$ cat config.mk
export PLATFORM = sky130hd
export DESIGN_NAME = clock_mode_controller
export DESIGN_NICKNAME = d
export VERILOG_FILES = /design/src/rtl/clock_ctrl_pkg.sv /design/src/rtl/clock_mode_controller_alarm_ringer.sv /design/src/rtl/clock_mode_controller.sv
export SDC_FILE = /design/constraint.sdc
export NUM_CORES = 1
export LEC_CHECK = 0
export BUFFER_PORTS_ARGS = -buffer_cell sky130_fd_sc_hd__buf_2
export CAP_MARGIN = 40
export CORE_ASPECT_RATIO = 0.7
export CORE_MARGIN = 1
export CORE_UTILIZATION = 49
export DETAILED_ROUTE_END_ITERATION = 10
export GPL_ROUTABILITY_DRIVEN = 0
export PLACE_DENSITY_LB_ADDON = 0.2
export SETUP_SLACK_MARGIN = 0.05
export SKIP_CTS_REPAIR_TIMING = 1
export SLEW_MARGIN = 10
export SYNTH_ARGS = -nofsm -noshare
export SYNTH_HDL_FRONTEND = slang
export SYNTH_HIERARCHICAL = 1
export SYNTH_SLANG_ARGS = --single-unit
$ cat constraint.sdc
create_clock -name clk -period 4.85 [get_ports clk]
set_input_delay 0.2425 -clock clk [delete_from_list [all_inputs] [get_ports clk]]
set_output_delay 0.2425 -clock clk [all_outputs]
set_load 0.005 [all_outputs]
$ cat src/rtl/clock_ctrl_pkg.sv
// Shared definitions for the alarm clock sequencer: state encodings, counter
// moduli defaults, counter widths and the button arbitration helper.
package clock_ctrl_pkg;

  localparam int SEC_W = 6;
  localparam int MIN_W = 6;
  localparam int HR_W  = 5;

  localparam int SEC_MAX_DEF   = 60;
  localparam int MIN_MAX_DEF   = 60;
  localparam int HR_MAX_DEF    = 24;
  localparam int RING_SECS_DEF = 60;

  localparam logic [2:0] ST_RUN       = 3'd0;
  localparam logic [2:0] ST_SET_T_HR  = 3'd1;
  localparam logic [2:0] ST_SET_T_MIN = 3'd2;
  localparam logic [2:0] ST_SET_A_HR  = 3'd3;
  localparam logic [2:0] ST_SET_A_MIN = 3'd4;

  typedef enum logic [2:0] {
    BTN_NONE = 3'd0,
    BTN_C    = 3'd1,
    BTN_R    = 3'd2,
    BTN_L    = 3'd3,
    BTN_U    = 3'd4,
    BTN_D    = 3'd5
  } btn_t;

  // Only the highest-priority press counts; up and down together cancel.
  function automatic btn_t pick_button(input logic c, input logic r,
                                       input logic l, input logic u,
                                       input logic d);
    btn_t b;
    if (c)             b = BTN_C;
    else if (r)        b = BTN_R;
    else if (l)        b = BTN_L;
    else if (u && !d)  b = BTN_U;
    else if (d && !u)  b = BTN_D;
    else               b = BTN_NONE;
    return b;
  endfunction

endpackage

$ cat src/rtl/clock_mode_controller_alarm_ringer.sv
// Alarm ringer: fires once on the rising edge of a time match and self-clears
// after RING_SECS ticks, on an explicit clear, or when the alarm is disarmed.
module alarm_ringer
  import clock_ctrl_pkg::*;
#(
  parameter int RING_SECS = RING_SECS_DEF
) (
  input  logic clk,
  input  logic reset,
  input  logic match,
  input  logic tick,
  input  logic clear,
  input  logic armed,
  output logic ring
);

  localparam int CW = $clog2(RING_SECS + 1);

  logic [CW-1:0] ring_cnt;
  logic          match_q;

  // Clearing beats a fresh match so a disarm can never leave the bell on.
  always_ff @(posedge clk or posedge reset) begin
    if (reset) begin
      match_q  <= 1'b0;
      ring     <= 1'b0;
      ring_cnt <= '0;
    end else begin
      match_q <= match;
      if (clear || !armed) begin
        ring     <= 1'b0;
        ring_cnt <= '0;
      end else if (match && !match_q) begin
        ring     <= 1'b1;
        ring_cnt <= '0;
      end else if (ring && tick) begin
        if (ring_cnt == CW'(RING_SECS - 1)) begin
          ring     <= 1'b0;
          ring_cnt <= '0;
        end else begin
          ring_cnt <= ring_cnt + 1'b1;
        end
      end
    end
  end

endmodule

$ cat src/rtl/clock_mode_controller.sv
// Alarm clock sequencer: run/set mode FSM, arm control, and the per-counter
// enable and shared direction decode driven by tick and button pulses.
module clock_mode_controller
  import clock_ctrl_pkg::*;
#(
  parameter int SEC_MAX   = SEC_MAX_DEF,
  parameter int MIN_MAX   = MIN_MAX_DEF,
  parameter int HR_MAX    = HR_MAX_DEF,
  parameter int RING_SECS = RING_SECS_DEF
) (
  input  logic             clk,
  input  logic             reset,
  input  logic             tick,
  input  logic             btn_c,
  input  logic             btn_l,
  input  logic             btn_r,
  input  logic             btn_u,
  input  logic             btn_d,
  input  logic [SEC_W-1:0] sec,
  input  logic [MIN_W-1:0] min,
  input  logic [HR_W-1:0]  hr,
  input  logic [MIN_W-1:0] al_min,
  input  logic [HR_W-1:0]  al_hr,
  output logic             sec_en,
  output logic             min_en,
  output logic             hr_en,
  output logic             al_min_en,
  output logic             al_hr_en,
  output logic             cnt_up,
  output logic             cnt_down,
  output logic [2:0]       mode,
  output logic             armed,
  output logic             alarm_ring
);

  logic [2:0] state;
  logic [2:0] state_nxt;
  logic       armed_nxt;
  btn_t       btn;
  logic       any_btn;
  logic       ring_clr;
  logic       match;

  assign btn     = pick_button(btn_c, btn_r, btn_l, btn_u, btn_d);
  assign any_btn = btn_c | btn_l | btn_r | btn_u | btn_d;

  // While ringing in RUN, any press only silences the bell.
  assign ring_clr = (state == ST_RUN) && alarm_ring && any_btn;

  assign match = (state == ST_RUN) && armed && (sec == '0) &&
                 (min == al_min) && (hr == al_hr) && (hr < HR_W'(HR_MAX));

  assign mode = state;

  always_comb begin
    state_nxt = state;
    armed_nxt = armed;
    case (state)
      ST_RUN: begin
        if (!ring_clr) begin
          case (btn)
            BTN_C:   state_nxt = ST_SET_T_HR;
            BTN_U:   armed_nxt = 1'b1;
            BTN_D:   armed_nxt = 1'b0;
            default: ;
          endcase
        end
      end
      ST_SET_T_HR, ST_SET_T_MIN, ST_SET_A_HR, ST_SET_A_MIN: begin
        case (btn)
          BTN_C: state_nxt = ST_RUN;
          BTN_R: begin
            case (state)
              ST_SET_T_HR:  state_nxt = ST_SET_T_MIN;
              ST_SET_T_MIN: state_nxt = ST_SET_A_HR;
              ST_SET_A_HR:  state_nxt = ST_SET_A_MIN;
              default:      state_nxt = ST_SET_T_HR;
            endcase
          end
          BTN_L: begin
            case (state)
              ST_SET_T_HR:  state_nxt = ST_SET_A_MIN;
              ST_SET_A_MIN: state_nxt = ST_SET_A_HR;
              ST_SET_A_HR:  state_nxt = ST_SET_T_MIN;
              default:      state_nxt = ST_SET_T_HR;
            endcase
          end
          default: ;
        endcase
      end
      default: state_nxt = ST_RUN;
    endcase
  end

  always_ff @(posedge clk or posedge reset) begin
    if (reset) begin
      state <= ST_RUN;
      armed <= 1'b0;
    end else begin
      state <= state_nxt;
      armed <= armed_nxt;
    end
  end

  // Ticks only advance time in RUN; in SET states up/down adjust the selected counter.
  always_comb begin
    sec_en    = 1'b0;
    min_en    = 1'b0;
    hr_en     = 1'b0;
    al_min_en = 1'b0;
    al_hr_en  = 1'b0;
    cnt_up    = 1'b0;
    cnt_down  = 1'b0;
    if (!reset) begin
      if (state == ST_RUN) begin
        if (tick) begin
          sec_en = 1'b1;
          cnt_up = 1'b1;
          if (sec == SEC_W'(SEC_MAX - 1)) begin
            min_en = 1'b1;
            if (min == MIN_W'(MIN_MAX - 1)) hr_en = 1'b1;
          end
        end
      end else if (btn == BTN_U || btn == BTN_D) begin
        cnt_up   = (btn == BTN_U);
        cnt_down = (btn == BTN_D);
        case (state)
          ST_SET_T_HR:  hr_en     = 1'b1;
          ST_SET_T_MIN: min_en    = 1'b1;
          ST_SET_A_HR:  al_hr_en  = 1'b1;
          ST_SET_A_MIN: al_min_en = 1'b1;
          default: ;
        endcase
      end
    end
  end

  alarm_ringer #(
    .RING_SECS(RING_SECS)
  ) u_ringer (
    .clk  (clk),
    .reset(reset),
    .match(match),
    .tick (tick),
    .clear(ring_clr),
    .armed(armed),
    .ring (alarm_ring)
  );

endmodule

[Word-level counts from Yosys, hierarchy flattened]
Index checks and enable logic that the tools add are counted.
Cells by class
  add/sub/neg operators: 1
  order comparisons: 1
  equality and inequality tests: 17
  muxes and demuxes: 50
  bitwise logic cells: 5
  reduce and logical (&&, ||, !) cells: 26
Operators with widths (number)
  $mux W1: 34
  $pmux W3 S3: 3
  $mux W6: 4
  $mux W3: 7
  $eq A6 B6 Y1 const B: 3
  $eq A3 B2 Y1 const B: 4
  $logic_and A1 B1 Y1: 11
  $eq A3 B3 Y1 const B: 3
  $add A6 B1 Y6 const B: 1
  $eq A3 B1 Y1 const B: 2
  $eq A6 B6 Y1: 1
  $logic_not A6 Y1: 1
  $pmux W3 S2: 1
  $reduce_and A3 Y1: 2
  $reduce_bool A3 Y1: 2
  $eq A5 B5 Y1: 1
  $lt A5 B5 Y1 const B: 1
  $logic_not A1 Y1: 4
  $ne A4 B2 Y1 const B: 1
  $or A1 B1 Y1: 4
  $reduce_or A4 Y1: 1
  $logic_not A3 Y1: 1
  $logic_or A1 B1 Y1: 2
  $ne A2 B1 Y1 const B: 1
  other kinds (5): 5
Word-level totals
  flip-flop bits (word level): 12
  bits of input ports: 36
  output and inout port bits: 12
  logic and storage cells: 105

[Longest topological paths before layout]
Gate-level depths: netlist of run 1.
  depth after elaboration: 12
  mapped depth: 8
  gate-level depth less buffers: 8

[Modules after synthesis]
The synthesis of run 1 kept the hierarchy.
Modules (own cells, without submodules)
  clock_mode_controller: instances 1, cells each 83, area each 620.6 µm², seq. area each 100.1 µm²
  alarm_ringer: instances 1, cells each 42, area each 399.1 µm², seq. area each 200.2 µm²

[Least setup slack after synthesis of run 1]
Ideal clock, no wire load.
  kind: flip-flop to flip-flop
  from: register state[0], in the netlist mode[0]
  to: register u_ringer.ring_cnt[5]
  setup time: 0.121 ns
  data arrival time: 1.748 ns
  required time: 4.729 ns
  setup slack: 2.981 ns
  cell stages (with the launch flop): 9
  buffers on the path: 1
  clock period less this slack: 1.869 ns
  path through: dfrtp_1 clkbuf_1 nor3_1 nand4_1 nor3_1 nand2b_1 a31oi_2 a31o_2 a21oi_1
Between the ends
  word-level cells in the longest chain between the ends: 9
  elaborated cells between the ends (all ways): 13
  those cells by class: 2 x mux; 11 x reduce/logical
Ends and longest elaborated chain
  start: declaration: line clock_mode_controller.sv:36  | logic [2:0] state;
  start signal: assignment: line clock_mode_controller.sv:100  | state <= state_nxt;
  $logic_not A3 Y1 (*): line clock_mode_controller.sv:50  | assign match = (state == ST_RUN) && armed && (sec == '0) &&
  $logic_and A1 B1 Y1 (*) (3 in series): line clock_mode_controller.sv:50
  $logic_and A1 B1 Y1 (*) (2 in series): line clock_mode_controller.sv:51  | (min == al_min) && (hr == al_hr) && (hr < HR_W'(HR_MAX));
  named net match: line clock_mode_controller.sv:42  | logic match;
  $logic_and A1 B1 Y1 (*): line clock_mode_controller_alarm_ringer.sv:33  | end else if (match && !match_q) begin
  $mux W6: line clock_mode_controller_alarm_ringer.sv:33
  $mux W6: line clock_mode_controller_alarm_ringer.sv:30  | if (clear || !armed) begin
  end signal: assignment: line clock_mode_controller_alarm_ringer.sv:41  | ring_cnt <= ring_cnt + 1'b1;
  end: declaration: line clock_mode_controller_alarm_ringer.sv:19  | logic [CW-1:0] ring_cnt;
Mark *: on every way through the listed nets, which the timed path passes. The rest lies on a longest branch.
A chain may end at the register's enable or synchronous reset.

[Worst setup path after layout of run 1]
  from: register state[1], in the netlist mode[1]
  to: register u_ringer.ring
Between the ends
  word-level cells in the longest chain between the ends: 9
  elaborated cells between the ends (all ways): 15
  those cells by class: 2 x mux; 13 x reduce/logical
Ends and longest elaborated chain
  $logic_not A3 Y1 (*): line clock_mode_controller.sv:50
  $logic_and A1 B1 Y1 (*) (3 in series): line clock_mode_controller.sv:50
  $logic_and A1 B1 Y1 (*) (2 in series): line clock_mode_controller.sv:51
  named net match: line clock_mode_controller.sv:42
  $logic_and A1 B1 Y1 (*): line clock_mode_controller_alarm_ringer.sv:33
  $reduce_bool A3 Y1 (no line) or $mux W1 (tied branches)
  $reduce_and A2 Y1 (no line) or $mux W1 (tied branches)
  end signal: assignment: line clock_mode_controller_alarm_ringer.sv:31  | ring <= 1'b0;
  end signal: assignment: line clock_mode_controller_alarm_ringer.sv:34  | ring <= 1'b1;
  end signal: assignment: line clock_mode_controller_alarm_ringer.sv:38  | ring <= 1'b0;
  end: declaration: line clock_mode_controller_alarm_ringer.sv:14  | output logic ring
Marked as above.

==> reports/qor.csv, run 1 <==
stage,metric,value,unit
run_status,outcome,completed,
cells_and_area,nNetsFinal,212,
floorplanning,die_y,40.17,um
global_route,grt_pass1_vias,967,
cells_and_area,areaGrowthSynthToFinish,28.83,%
power_and_ir_drop,vdd_drop_max,0.1984,mV
route,dr_wl_met3,236,um
sta,max_freq,460.5,MHz
placed_design,io_buffers,47,
clocking,numCtsBuffers,3,
critical_path,crit_required,5.01,ns
sta,tns,0,ns
synthesis,ys.warnings.count,6,
synthesis,ys_seq_area_frac,0.2945,
route,drtIter0Drc,58,
global_route,gr-total-overflow,0,
synthesis,synth-edff-count,0,
critical_path,path_cells,nor3_1 > nand4_1 > nor3_1 > nand2b_1 > nand2_1 > or2_1 > o32ai_1,
route,vias,1148,
clocking,cts.sinks,12,
sta,rsz0062_at_grt,no,
global_route,track_usage,0.2582,
route,routed.top_layer,met4,
synthesis,synth_top_area_cell,dfrtp_1,
critical_path,cp.arrival,2.33,ns
sta,finalHoldViolations,0,
floorplanning,pin_count,48,
critical_path,critPathKind,reg -> reg,
critical_path,critPathMaxFanout,15,
clocking,cts_tree,yes,
clocking,clk_latency,0.28,ns
sta,period_needed,2.172,ns
clocking,path_clk_slew,0.07,ns
sta,slew_headroom,0.5506,
worst_hold_path,hold_path.class,in -> reg,
cells_and_area,fin_cells,195,
floorplanning,die_x,56.53,um
sta,period_share,0.4477,
clocking,htreeDepth,1,
sta,hold-worst-slack,0.2462,ns
synthesis,synth.avg_cell_area,8.158,sq um
power_and_ir_drop,leakage,0.6065,nW
critical_path,crit_top_cell,nor3_1,
cells_and_area,antenna_cells,0,
placed_design,dp_hpwl,2138,um
route,viasPerCell,5.887,
route,drt-pass1-iter-count,4,
critical_path,cp_slowest_stage_delay,0.55,ns
clocking,cts_buffer_depth,2,
route,met2_length,1211,um
synthesis,ys_types,44,
floorplanning,core_area,1903,sq um
synthesis,synth-main-ff-cell,dfrtp_1,
placed_design,dp_cells,190,
synthesis,synthCells,125,
clocking,cts_root_buf,clkbuf_4,
global_route,grt_pass1_wl,4312,um
floorplanning,dieArea,2270,sq um
synthesis,synthArstFlopShare,1.000,
route,drc_errors,0,
route,ant_nets,0,
cells_and_area,fill_cells,163,
sta,setup-violations-final,0,
synthesis,netlist_top_cells_area,"dfrtp_1 (29%), xnor2_1 (6.9%), xor2_1 (4.3%)",
flow_run,maxCapViolCount,0,
cells_and_area,drive_gt1_frac,0.3121,
sta,worstMarginPinSlew,0.6724,ns
sta,slew_viol_final,0,
route,wl_per_cell,13.64,um
critical_path,cpMaxStageDelayCell,dfrtp_1,
synthesis,synth_top_area_frac,0.2945,
global_route,antenna_found_initial,0,
global_route,grt_max_degree,16,
critical_path,endpoint_kind,flip-flop,
synthesis,syn_area,1020,sq um
route,drt_wl_total,2659,um
sta,finClkSkew,0.004976,ns
power_and_ir_drop,power_density,279.0,nW/um^2
synthesis,syn-num-nets,163,
floorplanning,fp-row-count,13,
critical_path,cp-start-kind,flip-flop,
route,drt-met1-wl,1177,um
synthesis,synth-seq-cells,12,
floorplanning,initial_core_util,0.5358,
[kinds of logic (layout without fill, tap and decap cells)]
family,after synthesis,in the layout,share of synthesized area
muxes,2,2,0.02086
AOI/OAI and AO/OA,26,26,0.1865
and+or+nand+nor,59,59,0.3215
DFF,12,12,0.2945
xor gates and xnor gates,13,13,0.1117
buffers and inverters,11,59,0.04049
adders and majority gates,2,2,0.02454
[final timing paths]
check / from / end / slack (ns) / cells past startpoint
setup / recovery: mode[1] / u_ringer/ring / 2.68 / 7
min in group asynchronous: reset / armed / 0.45 / 3
hold / removal: sec[4] / u_ringer/match_q / 0.25 / 4
max in group asynchronous: reset / u_ringer/ring / 4.12 / 3
hold reg to reg: u_ringer/ring_cnt[1] / u_ringer/ring_cnt[1] / 0.56 / 2
setup reg to reg: mode[1] / u_ringer/ring / 2.68 / 7
[registers in the layout, indices dropped and copies added (netlist names)]
signal and flops:
armed 1, mode 3, u_ringer/match_q 1, u_ringer/ring 1
u_ringer/ring_cnt 6
[where the power goes]
group | switching, W | internal [W]
clock network | 0.0000359 | 0.0000458
registers | 0.0000324 | 0.000111
logic | 0.0000740 | 0.0000674
[cells in the final DEF (no fill, tap or decap), types with 4 or more instances in the layout]
cell type	count
xnor2_1	8
dfrtp_1	12
nor3_1	6
nand3_1	7
xor2_1	5
a21oi_1	6
nand4_1	5
nand2_1	8
o21ai_0	4
nor2_1	10
buf_2	47
inv_1	7
[synthesized netlist by cell type, types with 4 or more instances]
library cell	instances
nand2_1	8
xnor2_1	8
nor2_1	10
clkbuf_1	4
nand4_1	5
inv_1	7
o21ai_0	4
xor2_1	5
nand3_1	7
dfrtp_1	12
a21oi_1	6
nor3_1	6
[per-stage QoR]
stage	total power [W]	utilization	setup slack (ns)	area, sq um
2_1_floorplan	0.0002269	-	2.981	1020
3_3_place_gp	0.0002795	0.6660	2.752	1267
6_report	0.0003665	0.6903	2.678	1314
5_1_grt	0.0003921	0.6903	2.435	1314
3_5_place_dp	0.0002839	0.6660	2.693	1267
4_1_cts	0.0003652	0.6851	2.700	1304
[layout make-up]
cell class	instances	area, sq um	area share
flip-flops and latches	12	300.3	0.2286
inverters	7	26.28	0.02000
multi-input cells	102	678.2	0.5162
clock buffers	4	36.28	0.02762
repair buffers	48	245.2	0.1867
well taps	22	27.53	0.02095
[critical path, delay by kind of cell, from the launching register on]
kind | cells | cell delay (ns)
AO/OA/AOI/OAI | 1 | 0.11
flip-flops | 1 | 0.55
AND/OR/NAND/NOR | 6 | 1.37
[layer usage]
metal | vias to the layer above | global-route usage
li1 | 563 | -
met1 | 516 | 0.3425
met2 | 65 | 0.4441
met3 | 4 | 0.04839
met4 | 0 | 0.07317
met5 | - | 0
(Power assumes the default switching activity.)
==> inputs of run 2 (changes only) <==
--- a/config.mk
+++ b/config.mk
@@ -9,7 +9,7 @@
 export CAP_MARGIN = 40
 export CORE_ASPECT_RATIO = 0.7
 export CORE_MARGIN = 1
-export CORE_UTILIZATION = 49
+export CORE_UTILIZATION = 46
 export DETAILED_ROUTE_END_ITERATION = 10
 export GPL_ROUTABILITY_DRIVEN = 0
 export PLACE_DENSITY_LB_ADDON = 0.2
==> constraint.sdc (replaced) <==
create_clock -name clk -period 2.05 [get_ports clk]
set_input_delay 0.1025 -clock clk [delete_from_list [all_inputs] [get_ports clk]]
set_output_delay 0.1025 -clock clk [all_outputs]
set_load 0.005 [all_outputs]
==> run 2 against run 1 <==
Die area increased by 6.2%. Count of clock-buffer cells in the layout unchanged. Sequential power increased by 100%. First-iteration DRC count increased by 71%. Wire length increased by 7.8%. Via count increased by 3.7%. Register-to-register slack got worse by 2.4 ns. Critical path type unchanged. Largest power group is now combinational logic. Highest routed layer unchanged.
==> reports/qor.csv, run 2 (synthesis results as in run 1) <==
stage,metric,value,unit,change
floorplanning,core_area,1968,sq um,+3.4%
critical_path,critPathKind,reg -> reg,,
route,ant_nets,0,,unchanged
placed_design,io_buffers,47,,unchanged
global_route,track_usage,0.2447,,-0.01353
critical_path,worstReg2RegStart,armed,,
cells_and_area,seqCellArea,300.3,sq um,unchanged
clocking,numCtsBuffers,3,,unchanged
clocking,htreeDepth,1,,unchanged
global_route,antenna_found_initial,0,,unchanged
sta,tns,0,ns,unchanged
route,viasPerCell,5.726,,-2.7%
cells_and_area,areaGrowthSynthToFinish,34.48,%,
floorplanning,fp-row-count,13,,unchanged
floorplanning,dieArea,2412,sq um,+6.2%
global_route,grt_max_degree,15,,-1
cells_and_area,fill_cells,166,,+1.8%
cells_and_area,final_common_cell,buf_2,,
floorplanning,die_x,58.28,um,+3.1%
flow_run,maxCapViolCount,0,,unchanged
cells_and_area,regMostFlops,u_ringer/ring_cnt,,
clocking,clk_latency,0.27,ns,about the same
cells_and_area,final_cell_mix,"buf_2 (47), dfrtp_1 (12), nor2_1 (10), xnor2_1 (8), nand2_1 (8)",,
worst_hold_path,hold_path.class,in -> reg,,
sta,max_freq,561.5,MHz,+22%
placed_design,dp_hpwl,2333,um,+9.2%
floorplanning,pin_count,48,,unchanged
critical_path,cp-start-kind,flip-flop,,
route,vias,1191,,+3.7%
critical_path,cp.arrival,1.93,ns,-0.40 ns
sta,finalHoldViolations,0,,unchanged
clocking,cts_tree,yes,,
run_status,outcome,completed,,
critical_path,crit_required,2.20,ns,-2.81 ns
sta,slew_viol_final,0,,unchanged
sta,period_share,0.8688,,+0.4210
route,drt-pass1-iter-count,5,,+1
clocking,cts.sinks,12,,unchanged
sta,slew_headroom,0.7650,,+0.2144
sta,hold-worst-slack,0.08445,ns,-0.1618 ns
global_route,gr-total-overflow,0,,unchanged
cells_and_area,drive_gt1_frac,0.3427,,+0.03056
clocking,cts_root_buf,clkbuf_4,,
floorplanning,die_y,41.39,um,+3.0%
sta,worstMarginPinSlew,0.3517,ns,-0.3208 ns
global_route,grt_pass1_vias,1000,,+3.4%
worst_hold_path,hp-start,btn_c,,
critical_path,critPathMaxFanout,5,,-10
route,drt_wl_total,2866,um,+7.8%
route,drtIter0Drc,99,,+71%
power_and_ir_drop,vdd_drop_max,0.2324,mV,+17%
cells_and_area,nNetsFinal,217,,+2.4%
sta,finClkSkew,0.001606,ns,-0.003371 ns
clocking,path_clk_slew,0.07,ns,about the same
clocking,cts_buffer_depth,2,,unchanged
global_route,grt_pass1_wl,4264,um,-1.1%
floorplanning,initial_core_util,0.5181,,-0.01771
cells_and_area,largest_reg_flops,6,,unchanged
sta,setup-violations-final,0,,unchanged
cells_and_area,final_util,0.6968,,+0.006423
critical_path,endpoint_kind,flip-flop,,
route,wl_per_cell,13.78,um,+1.0%
cells_and_area,multi_input_area,688.2,sq um,+1.5%
power_and_ir_drop,power_density,675.6,nW/um^2,+140%
route,drc_errors,0,,unchanged
power_and_ir_drop,leakage,0.6331,nW,+4.4%
cells_and_area,antenna_cells,0,,unchanged
critical_path,worstSetupStartpoint,armed,,
sta,rsz0062_at_grt,no,,
sta,period_needed,1.781,ns,-0.3905 ns
==> run 2: changes by cell type in the layout (fill, tap and decap cells not counted) <==
cell,delta
nor3_2,+2
buf_4,+5
nor3_1,-2
==> run 2: final timing paths <==
check                                             to  depth (start not counted)  slack (ns)
worst min-delay path                         mode[1]                          2        0.08
max in group asynchronous       u_ringer/ring_cnt[4]                          3        1.44
worst max register to register         u_ringer/ring                          7        0.27
worst min register to register  u_ringer/ring_cnt[1]                          2        0.57
worst max-delay path                   u_ringer/ring                          7        0.27
min in group asynchronous                    mode[2]                          3        0.34
==> run 2: final cells by class <==
type	instances	area share
timing repair buffer	53	0.2062
inverter	7	0.01916
sequential	12	0.2190
tap	30	0.02737
multi-input combinational	102	0.5018
clock buffer	4	0.02646
==> run 2: metrics by stage <==
step                      total power [W]  instances  setup slack (ns)  area, sq um
after global placement          0.0007132        203            0.2235         1315
after floorplan                 0.0005368        125            0.1814         1020
after global routing            0.0009856        208           0.08261         1371
final                           0.0009264        208            0.2690         1371
after detailed placement        0.0007287        203            0.1551         1315
after CTS                       0.0009132        207            0.1962         1351
==> run 2: critical path, cell delays in order, from the launching register on <==
cell and delay [ns]:
dfrtp_1 0.42, nor4b_1 0.23, nand3_1 0.14, nor3_2 0.24, nand2b_1 0.15, nand2_1 0.17
or2_1 0.21, o32ai_1 0.11
==> run 2: routing by layer <==
metal	track usage	part of all wire	vias to the layer above
met5	0	0	-
met4	0.06548	0.0028	0
met3	0.04938	0.095	2
met2	0.4253	0.47	71
met1	0.3214	0.43	548
li1	-	-	570
==> run 2: power by group <==
| group | total (W) | switching [W] | internal [W] |
|---|---|---|---|
| Sequential | 0.000293 | 0.0000291 | 0.000264 |
| Combinational | 0.000448 | 0.000248 | 0.000200 |
| Clock | 0.000185 | 0.0000773 | 0.000108 |
==> inputs of run 3 (changes only) <==
--- a/config.mk
+++ b/config.mk
@@ -5,11 +5,12 @@
 export SDC_FILE = /design/constraint.sdc
 export NUM_CORES = 1
 export LEC_CHECK = 0
+export ABC_AREA = 1
 export BUFFER_PORTS_ARGS = -buffer_cell sky130_fd_sc_hd__buf_2
 export CAP_MARGIN = 40
 export CORE_ASPECT_RATIO = 0.7
 export CORE_MARGIN = 1
-export CORE_UTILIZATION = 46
+export CORE_UTILIZATION = 48
 export DETAILED_ROUTE_END_ITERATION = 10
 export GPL_ROUTABILITY_DRIVEN = 0
 export PLACE_DENSITY_LB_ADDON = 0.2
==> run 3 against run 2 <==
Total power down 1.1%. Flip-flop and latch count unchanged. Sequential share of layout area down 1.6 points. Synthesized cell count up 55%. Non-clock buffer count down 5. Final cell count up 33%. Clock skew up 0.0030 ns. Combinational power up 4.9%.
==> reports/qor.csv, run 3 <==
stage,metric,value,unit,change
clocking,htreeDepth,1,,unchanged
sta,slew_viol_final,0,,unchanged
synthesis,ys_types,25,,-43%
clocking,cts.sinks,12,,unchanged
floorplanning,die_x,61.04,um,+4.7%
sta,setup-violations-final,0,,unchanged
sta,slew_headroom,0.7324,,-0.03259
flow_run,maxCapViolCount,0,,unchanged
global_route,gr-total-overflow,0,,unchanged
cells_and_area,final_cell_mix,"nand2_1 (49), buf_2 (47), inv_1 (35), nor2_1 (28), nand3_1 (12)",,
sta,period_share,0.8536,,-0.01519
floorplanning,die_y,43.33,um,+4.7%
placed_design,dp_hpwl,2395,um,+2.6%
cells_and_area,drive_gt1_frac,0.2939,,-0.04882
power_and_ir_drop,power_density,615.2,nW/um^2,-8.9%
floorplanning,core_area,2225,sq um,+13%
global_route,grt_pass1_vias,1108,,+11%
route,viasPerCell,4.823,,-16%
power_and_ir_drop,leakage,0.8697,nW,+37%
cells_and_area,postLayoutCellArea,1489,sq um,+8.6%
synthesis,synth-edff-count,0,,unchanged
sta,worstMarginPinSlew,0.3973,ns,+0.04557 ns
placed_design,post_dp_cell_area,1446,sq um,+10%
cells_and_area,antenna_cells,0,,unchanged
synthesis,ys.warnings.count,6,,unchanged
critical_path,cp_slowest_stage_delay,0.45,ns,+0.03 ns
synthesis,yosysMostFrequentCell,nand2_1,,
synthesis,netlist_top_cells_area,"dfrtp_1 (26%), nand2_1 (16%), inv_1 (11%)",,
floorplanning,initial_core_util,0.5264,,+0.008316
clocking,cts_buffer_depth,2,,unchanged
cells_and_area,nNetsFinal,285,,+31%
sta,rsz0062_at_grt,no,,
clocking,cts_root_buf,clkbuf_4,,
sta,hold-worst-slack,0.1399,ns,+0.05546 ns
critical_path,cp-start-kind,flip-flop,,
worst_hold_path,hp-start,sec[3],,
run_status,outcome,completed,,
synthesis,synthArstFlopShare,1.000,,unchanged
synthesis,synth-main-ff-cell,dfrtp_1,,
clocking,clk_latency,0.28,ns,about the same
floorplanning,dieArea,2645,sq um,+9.6%
synthesis,synthCells,194,,+55%
route,ant_nets,0,,unchanged
critical_path,crit_top_cell,nand2_1,,
critical_path,worstSetupStartpoint,mode[1],,
cells_and_area,final_common_cell,nand2_1,,
cells_and_area,areaGrowthSynthToFinish,27.14,%,
floorplanning,pin_count,48,,unchanged
critical_path,critPathKind,reg -> reg,,
route,drt-pass1-iter-count,4,,-1
critical_path,path_cells,inv_2 > nand2_1 > nor2_4 > nand2_1 > nor2_1 > nand4_1 > nor2_2 > nand2_1 > nand3_2 > nand2_1 > nand2_1 > nand2_1 > nor2_1,,
worst_hold_path,hold_path.class,in -> reg,,
synthesis,syn_area,1171,sq um,+15%
synthesis,netlist_top_cells_count,"nand2_1 (49), inv_1 (35), nor2_1 (29)",,
cells_and_area,fin_cells,277,,+33%
clocking,numCtsBuffers,3,,unchanged
critical_path,critPathMaxFanout,7,,+2
global_route,track_usage,0.2380,,-0.006691
power_and_ir_drop,p_total,0.0009160,W,-1.1%
route,drtIter0Drc,42,,-58%
synthesis,synth_top_area_frac,0.2564,,-0.03807
synthesis,ys_seq_area_frac,0.2564,,-0.03807
clocking,path_clk_slew,0.07,ns,about the same
global_route,grt_pass1_wl,4554,um,+6.8%
global_route,antenna_found_initial,0,,unchanged
synthesis,syn-num-nets,232,,+42%
synthesis,synth-seq-cells,12,,unchanged
critical_path,worstReg2RegStart,mode[1],,
synthesis,synth_top_area_cell,dfrtp_1,,
cells_and_area,regMostFlops,u_ringer/ring_cnt,,
critical_path,cp.arrival,1.96,ns,+0.03 ns
critical_path,crit_required,2.26,ns,+0.06 ns
route,vias,1336,,+12%
sta,finClkSkew,0.004640,ns,+0.003034 ns
critical_path,cpMaxStageDelayCell,dfrtp_2,,
route,wl_per_cell,10.32,um,-25%
critical_path,endpoint_kind,flip-flop,,
sta,finalHoldViolations,0,,unchanged
sta,period_needed,1.750,ns,-0.03115 ns
power_and_ir_drop,vdd_drop_max,0.4700,mV,+100%
route,drc_errors,0,,unchanged
placed_design,io_buffers,47,,unchanged
route,drt_wl_total,2858,um,-0.28%
global_route,grt_max_degree,9,,-6
sta,tns,0,ns,unchanged
clocking,cts_tree,yes,,
sta,max_freq,571.5,MHz,+1.8%
cells_and_area,largest_reg_flops,6,,unchanged
synthesis,synth.avg_cell_area,6.037,sq um,-26%
floorplanning,fp-row-count,14,,+1
placed_design,dp_cells,273,,+34%
==> run 3: changes by cell type in the layout (fill, tap and decap cells not counted), sizes merged, moves of 5 or more <==
cell   before  now
xnor2       8    0
inv         7   38
buf        52   47
o21ai       4   13
nor2       10   33
nand2       8   54
nand3       7   14
==> run 3: power breakdown <==
group	switching [W]	internal, W	total (W)
Combinational	0.000289	0.000181	0.000470
Clock	0.0000773	0.0000682	0.000145
Sequential	0.0000365	0.000264	0.000301
Total	0.000403	0.000513	0.000916
==> run 3: worst paths after layout <==
path                                         to  slack [ns]  depth (start not counted)
min in group asynchronous                 armed        0.31                          3
setup reg to reg           u_ringer/ring_cnt[5]        0.30                         13
hold / removal                 u_ringer/match_q        0.14                          4
max in group asynchronous  u_ringer/ring_cnt[2]        1.43                          3
hold reg to reg                   u_ringer/ring        0.52                          3
setup / recovery           u_ringer/ring_cnt[5]        0.30                         13
==> run 3: kinds of logic (layout without fill, tap and decap cells) <==
logic type / count (synthesis) / after routing / share of synthesized area
compound gates: 25 / 25 / 0.1368
buf+inv: 38 / 89 / 0.1218
simple gates: 115 / 115 / 0.4487
xor+xnor: 2 / 2 / 0.01496
fa+ha+maj: 2 / 2 / 0.02136
flops: 12 / 12 / 0.2564
==> run 3: cell type report <==
type                            count  area [sq um]
Multi-Input combinational cell    144         735.7
Fill cell                         225         735.7
Sequential cell                    12         302.8
Timing Repair Buffer               48         245.2
Inverter                           38         142.6
Tap cell                           32         40.04
Clock buffer                        3         22.52
==> run 3: critical path, delay by kind of cell, from the launching register on <==
family	cells	cell delay [ns]
flip-flops	1	0.45
buffers and inverters	1	0.09
AND/OR/NAND/NOR	12	1.15
==> run 3: layer usage <==
layer / GRT usage / vias up / share of wire
met5: 0 / - / 0
met4: 0.05909 / 0 / 0.0094
met3: 0.06402 / 4 / 0.077
met2: 0.3500 / 43 / 0.39
met1: 0.3454 / 573 / 0.52
li1: - / 716 / -
==> run 3: per-stage QoR <==
| step | setup slack [ns] | utilization |
|---|---|---|
| 3_3_place_gp | 0.3190 | 0.6502 |
| 2_1_floorplan | 0.4230 | - |
| 3_5_place_dp | 0.2041 | 0.6502 |
| 5_1_grt | 0.07393 | 0.6693 |
| 6_report | 0.3001 | 0.6693 |
| 4_1_cts | 0.1829 | 0.6603 |
